**src/rtl/mc_ctrl.sv**
```systemverilog
// Multi-cycle MIPS control unit: sequences each instruction through fetch/decode/execute/memory/writeback.
// Optional mult/div and mfhi/mflo support is enabled by defining MC_CTRL_MULDIV_EN.
module mc_ctrl #(
    parameter int ALUCTR_W = 5,
    parameter int MEM_WAIT = 0,
    parameter int MULT_LAT = 5,
    parameter int DIV_LAT  = 10
) (
    input  logic                clk,
    input  logic                reset_n,
    input  logic [31:0]         Instr,
    input  logic                zero,
    output logic                PCWr,
    output logic                IRWr,
    output logic                RegWrite,
    output logic                MemWrite,
    output logic [1:0]          RegDst,
    output logic                ALUSrc,
    output logic [1:0]          MemtoReg,
    output logic [3:0]          nPC_sel,
    output logic [1:0]          ExtOp,
    output logic [ALUCTR_W-1:0] ALUctr,
    output logic                md_start,
    output logic [1:0]          md_op,
    output logic                hilo_sel,
    output logic                illegal,
    output logic                instr_done,
    output logic [2:0]          state
);

    // state  | meaning
    // FETCH  | load IR, PC <= PC+4
    // DECODE | resolve jumps, route everything else
    // EXE    | ALU operand/operation select, mult/div launch
    // MEM    | sw write, or lw read with MEM_WAIT extra cycles
    // WB     | register file write
    // BR     | beq compare, conditional PC write
    // MD     | wait out the mult/div latency
    typedef enum logic [2:0] {
        S_FETCH  = 3'd0,
        S_DECODE = 3'd1,
        S_EXE    = 3'd2,
        S_MEM    = 3'd3,
        S_WB     = 3'd4,
        S_BR     = 3'd5,
        S_MD     = 3'd6,
        S_BAD    = 3'd7
    } state_t;

`ifdef MC_CTRL_MULDIV_EN
    localparam bit MD_EN = 1'b1;
`else
    localparam bit MD_EN = 1'b0;
`endif

    localparam logic [3:0] MEM_LOAD  = 4'(MEM_WAIT);
    localparam logic [4:0] MULT_LOAD = 5'(MULT_LAT - 1);
    localparam logic [4:0] DIV_LOAD  = 5'(DIV_LAT - 1);

    state_t     cur, nxt;
    logic [3:0] mem_cnt;
    logic [4:0] md_cnt;

    logic [5:0] opcode, funct;
    logic is_rtype, is_addu, is_subu, is_jr, is_j, is_jal, is_beq;
    logic is_addi, is_ori, is_lui, is_lw, is_sw;
    logic is_muldiv, is_div, is_mfhi, is_mflo, to_exe;
    logic unused_instr;

    assign opcode = Instr[31:26];
    assign funct  = Instr[5:0];

    assign is_rtype  = (opcode == 6'h00);
    assign is_addu   = is_rtype && (funct == 6'h21);
    assign is_subu   = is_rtype && (funct == 6'h23);
    assign is_jr     = is_rtype && (funct == 6'h08) && (Instr[20:11] == 10'd0);
    assign is_j      = (opcode == 6'h02);
    assign is_jal    = (opcode == 6'h03);
    assign is_beq    = (opcode == 6'h04);
    assign is_addi   = (opcode == 6'h08);
    assign is_ori    = (opcode == 6'h0D);
    assign is_lui    = (opcode == 6'h0F);
    assign is_lw     = (opcode == 6'h23);
    assign is_sw     = (opcode == 6'h2B);
    // funct 0110xx covers mult, multu, div, divu; bit 1 selects divide
    assign is_muldiv = MD_EN && is_rtype && (funct[5:2] == 4'b0110);
    assign is_div    = funct[1];
    assign is_mfhi   = MD_EN && is_rtype && (funct == 6'h10);
    assign is_mflo   = MD_EN && is_rtype && (funct == 6'h12);
    assign to_exe    = is_addu || is_subu || is_addi || is_ori || is_lui ||
                       is_lw || is_sw || is_muldiv || is_mfhi || is_mflo;

    assign unused_instr = ^{Instr[25:21], Instr[10:6]};

    assign state = cur;

    always_ff @(posedge clk or negedge reset_n) begin
        if (!reset_n) begin
            cur     <= S_FETCH;
            mem_cnt <= 4'd0;
            md_cnt  <= 5'd0;
        end else begin
            cur <= nxt;
            if (cur == S_EXE && nxt == S_MEM)
                mem_cnt <= is_lw ? MEM_LOAD : 4'd0;
            else if (cur == S_MEM && mem_cnt != 4'd0)
                mem_cnt <= mem_cnt - 4'd1;
            if (cur == S_EXE && nxt == S_MD)
                md_cnt <= is_div ? DIV_LOAD : MULT_LOAD;
            else if (cur == S_MD && md_cnt != 5'd0)
                md_cnt <= md_cnt - 5'd1;
        end
    end

    always_comb begin
        nxt        = S_FETCH;
        PCWr       = 1'b0;
        IRWr       = 1'b0;
        RegWrite   = 1'b0;
        MemWrite   = 1'b0;
        RegDst     = 2'b00;
        ALUSrc     = 1'b0;
        MemtoReg   = 2'b00;
        nPC_sel    = 4'd0;
        ExtOp      = 2'b00;
        ALUctr     = '0;
        md_start   = 1'b0;
        md_op      = 2'b00;
        hilo_sel   = 1'b0;
        illegal    = 1'b0;
        instr_done = 1'b0;
        // outputs are forced quiet for as long as reset is held
        if (reset_n) begin
            case (cur)
                S_FETCH: begin
                    IRWr    = 1'b1;
                    PCWr    = 1'b1;
                    nPC_sel = 4'd0;
                    nxt     = S_DECODE;
                end
                S_DECODE: begin
                    if (is_j || is_jal) begin
                        PCWr       = 1'b1;
                        nPC_sel    = 4'd2;
                        instr_done = 1'b1;
                        if (is_jal) begin
                            RegWrite = 1'b1;
                            RegDst   = 2'b10;
                            MemtoReg = 2'b10;
                        end
                    end else if (is_jr) begin
                        PCWr       = 1'b1;
                        nPC_sel    = 4'd3;
                        instr_done = 1'b1;
                    end else if (is_beq) begin
                        nxt = S_BR;
                    end else if (to_exe) begin
                        nxt = S_EXE;
                    end else begin
                        illegal    = 1'b1;
                        instr_done = 1'b1;
                    end
                end
                S_EXE: begin
                    if (is_subu)
                        ALUctr = ALUCTR_W'(1);
                    if (is_addi || is_lw || is_sw || is_lui)
                        ALUSrc = 1'b1;
                    if (is_ori) begin
                        ALUSrc = 1'b1;
                        ExtOp  = 2'b01;
                        ALUctr = ALUCTR_W'(2);
                    end
                    if (is_lui)
                        ExtOp = 2'b10;
                    if (is_lw || is_sw) begin
                        nxt = S_MEM;
                    end else if (is_muldiv) begin
                        md_start = 1'b1;
                        md_op    = funct[1:0];
                        nxt      = S_MD;
                    end else begin
                        nxt = S_WB;
                    end
                end
                S_MEM: begin
                    if (is_sw) begin
                        MemWrite   = 1'b1;
                        instr_done = 1'b1;
                    end else if (mem_cnt != 4'd0) begin
                        nxt = S_MEM;
                    end else begin
                        nxt = S_WB;
                    end
                end
                S_WB: begin
                    RegWrite   = 1'b1;
                    instr_done = 1'b1;
                    RegDst     = is_rtype ? 2'b01 : 2'b00;
                    if (is_lw)
                        MemtoReg = 2'b01;
                    else if (is_mfhi || is_mflo)
                        MemtoReg = 2'b11;
                    hilo_sel = is_mfhi;
                end
                S_BR: begin
                    nPC_sel    = 4'd1;
                    PCWr       = zero;
                    ALUctr     = ALUCTR_W'(1);
                    instr_done = 1'b1;
                end
                S_MD: begin
                    if (md_cnt == 5'd0)
                        instr_done = 1'b1;
                    else
                        nxt = S_MD;
                end
                default: nxt = S_FETCH;
            endcase
        end
    end

endmodule

```
**config.mk**
```make
export PLATFORM = sky130hd
export DESIGN_NAME = mc_ctrl
export DESIGN_NICKNAME = d
export VERILOG_FILES = /design/src/rtl/mc_ctrl.sv
export SDC_FILE = /design/constraint.sdc
export NUM_CORES = 1
export LEC_CHECK = 0
export ABC_CLOCK_PERIOD_IN_PS = 1800
export CAP_MARGIN = 10
export CORE_UTILIZATION = 35
export CTS_CLUSTER_SIZE = 12
export DETAILED_ROUTE_END_ITERATION = 10
export PLACE_DENSITY = 0.76
export SKIP_CTS_REPAIR_TIMING = 1
export SYNTH_ARGS = -nofsm -noshare
export SYNTH_HDL_FRONTEND = slang
export SYNTH_SLANG_ARGS = --single-unit
export TNS_END_PERCENT = 10
```
**constraint.sdc**
```tcl
create_clock -name clk -period 1.8 [get_ports clk]
set_input_delay 0.45 -clock clk [delete_from_list [all_inputs] [get_ports clk]]
set_output_delay 0.45 -clock clk [all_outputs]
set_load 0.05 [all_outputs]
```
==> metrics.md <==
| Metric | Value |
|---|---|
| Status | `finished, violations left` |
| Failing checks | `negative setup slack` |
| Layout cells sized above 1 | `58.3%` |
| Antenna cell count | `0` |
| H-tree Lvls | `1` |
| Area of the core | `3100 um2` |
| PwrDens | `355 nW/um2` |
| Critical Path Sink Type | `output pin` |
| Final GP Congestion | `0.885` |
| FILL cells | `171` |
| Area grow syn2layout | `119%` |
| # rows | `20` |
| GRT overflow | `0` |
| Final worst slack | `-0.563 ns` |
| Starting DRT DRC Count | `95` |
| WL final | `5520 um` |
| Setup crit start kind | `flop` |
| Clock Tree Root | `clkbuf_4` |
| Max Cap Viol | `0` |
| Initial antenna violation count | `0` |
| Final setup viols | `17` |
| Worst Path Buf+Inv | `2` |
| Crit path DAT | `1.91 ns` |
| FF/Latch Area | `304 um2` |
| Fmax | `423 MHz` |
| Final Hold Slack | `0.383 ns` |
| Post-synthesis sequential area ratio | `25.7%` |
| Routed Antenna Nets | `0` |
| Starting Density | `37.7%` |
| DRT Pass-1 Iters | `4` |
| RSZ-0062 raised after global routing | `yes` |
| Critical path fanouts, max | `2` |
| Final Power | `910 uW` |
| Top Ports | `64` |
| Chip height | `59.8 um` |
| Post-synth EDFFs | `0` |
| Leakage | `0.00117 uW` |
| TritonCTS Sinks | `12` |
| Critical Path Max Stage Delay | `0.48 ns` |
| Die Span X | `59.8 um` |
| Ys flop type | `dfrtp_1` |
| Kind of critical path | `reg2out` |
| Instance count on the critical path | `7` |
| Async set-reset flop share out of synthesis | `100%` |
| Slowest-stage cell, CP | `or4b_4` |
| WP data required | `1.35 ns` |
| Slew Limit Fails | `0` |
| Unique cell type count in the Yosys netlist | `43` |
| R2r worst-path depth | `7` |
| Top delay family on crit path | `simple AND/OR/NAND/NOR gates` |
| Synth Register Bits | `12` |
| Final HPWL DP | `3650 um` |
| Skew-Pair Late Insertion Delay | `0.28 ns` |
| Cell Area, Synth | `1170 um2` |
| Global-route wire length before repair | `6910 um` |
| Die area | `3570 um2` |
| Worst hold path class | `in2async` |
| Nets@finish | `281` |
| Via count | `1615` |
| Mapped Cells | `151` |
| Worst vdd ir | `0.389 mV` |
| GRT Total Usage | `25.7%` |
| Vias in the first global route | `1559` |
| Inserted Clock Buffers | `3` |
| Clock tree buffer depth | `2` |
| Avg WL per Cell | `19.3 um` |
| Multi-input gate area | `1080 um2` |
| CTS tree | `yes` |
| Drt drc | `0` |
| Port bufs | `44` |
| Avg Cell Area, Syn | `7.74 um2` |
| Setup Skew | `0.00480 ns` |
| Tcrit/Tclk final | `131%` |
| Clock Pin Slew Worst Setup and Hold Paths | `0.08 ns` |
| Final Hold Viols | `0` |
| CP cell instances | `inv_2 -> ha_4 -> or4b_4 -> o21ai_4 -> a31oi_4 -> a21oi_4 -> buf_12` |
| Via density | `5.65` |
| Yosys warns | `0` |
| Tmin final | `2.36 ns` |
| Pin count of the biggest net entering global routing | `13` |
-- cells in the final DEF (no fill, tap or decap), types with 3 or more instances in the layout --
cell | netlist | layout
dfrtp_2 | 0 | 3
inv_1 | 9 | 5
clkbuf_4 | 0 | 3
xnor2_1 | 4 | 4
buf_4 | 10 | 49
nand2b_4 | 0 | 3
nand2b_1 | 6 | 3
a21oi_1 | 8 | 6
nand2_1 | 7 | 5
nor2b_1 | 3 | 3
nor3_1 | 15 | 3
conb_1 | 1 | 9
clkbuf_2 | 0 | 7
dlymetal6s2s_1 | 0 | 9
buf_12 | 0 | 21
nor3_4 | 0 | 11
nand4_1 | 5 | 5
inv_2 | 0 | 4
nor2_1 | 13 | 11
dfrtp_1 | 12 | 9
nand3_1 | 6 | 5
buf_6 | 2 | 9
-- per-layer routing --
layer	global-route usage (%)	part of all wire (%)	up-vias	wire, um
li1	-	-	714	-
met5	0	0	-	0
met3	2.60	6.9	33	382
met2	50.8	54	104	2960
met4	11.0	5.5	0	303
met1	26.9	34	764	1880
-- power breakdown --
part           internal (uW)  switching [uW]
combinational            173             227
sequential               282            13.7
clock                    123            91.2
-- kinds of logic (layout without fill, tap and decap cells) --
family / Yosys count / after routing / synth area share [%]
other cells: 1 / 9 / 0.321
compound gates: 28 / 28 / 16.0
flops: 12 / 12 / 25.7
buf+inv: 26 / 109 / 13.3
xor+xnor: 6 / 6 / 4.50
simple gates: 75 / 75 / 37.0
fa+ha+maj: 3 / 3 / 3.21
-- final cells by class --
type,instances,area share (%)
Clock buffer,4,1.42
Inverter,9,1.32
Multi-Input combinational cell,121,42.3
Sequential cell,12,11.9
Tap cell,44,2.15
Timing Repair Buffer,96,40.9
-- per-stage QoR --
| stage | TNS (ns) | instance area, um2 | cells | util [%] | setup slack (ns) |
|---|---|---|---|---|---|
| floorplan | -4.22 | 1390 | 159 | - | -0.337 |
| global placement | -12.25 | 2290 | 275 | 73.8 | -0.725 |
| detailed placement | -13.60 | 2290 | 275 | 73.8 | -0.822 |
| CTS | -11.93 | 2330 | 279 | 75.0 | -0.838 |
| global route | -6.07 | 2560 | 286 | 82.5 | -0.598 |
| finish | -5.02 | 2560 | 286 | 82.5 | -0.563 |
-- synthesized netlist by cell type (2+ instances only) --
library cell,count,share of area (%)
or3b_2,2,1.5
a211oi_1,2,1.3
o211ai_1,2,1.3
nor4_1,4,2.1
nor2b_1,3,1.6
nor3_1,15,6.4
a31oi_1,2,1.1
and4b_1,3,2.6
o21a_1,2,1.3
dfrtp_1,12,26
ha_1,3,3.2
and3b_1,2,1.5
nor2_1,13,4.2
buf_6,2,1.9
nand2_1,7,2.2
o21ai_0,4,1.7
xor2_1,2,1.5
a21oi_1,8,3.4
xnor2_1,4,3.0
nand4_1,5,2.7
buf_4,10,6.4
nand3_1,6,2.6
and2_1,2,1.1
buf_2,4,1.7
nand2b_1,6,3.2
inv_1,9,2.9
-- final timing paths --
path | from | end | slack [ns]
setup / recovery | md_cnt[1]$_DFFE_PN0P_ | instr_done | -0.56
min in group clk | md_cnt[4]$_DFFE_PN0P_ | md_cnt[4]$_DFFE_PN0P_ | 0.51
hold reg to reg | md_cnt[4]$_DFFE_PN0P_ | md_cnt[4]$_DFFE_PN0P_ | 0.51
setup reg to reg | mem_cnt[1]$_DFFE_PN0P_ | state[2]$_DFF_PN0_ | 0.01
max in group asynchronous | reset_n | mem_cnt[1]$_DFFE_PN0P_ | 1.25
hold / removal | reset_n | state[2]$_DFF_PN0_ | 0.38
-- flip-flops by register name (all words and copies together), names as in the netlist --
name,flops
md_cnt,5
mem_cnt,4
state,3
Note: power is estimated with default switching activity, not from simulation.
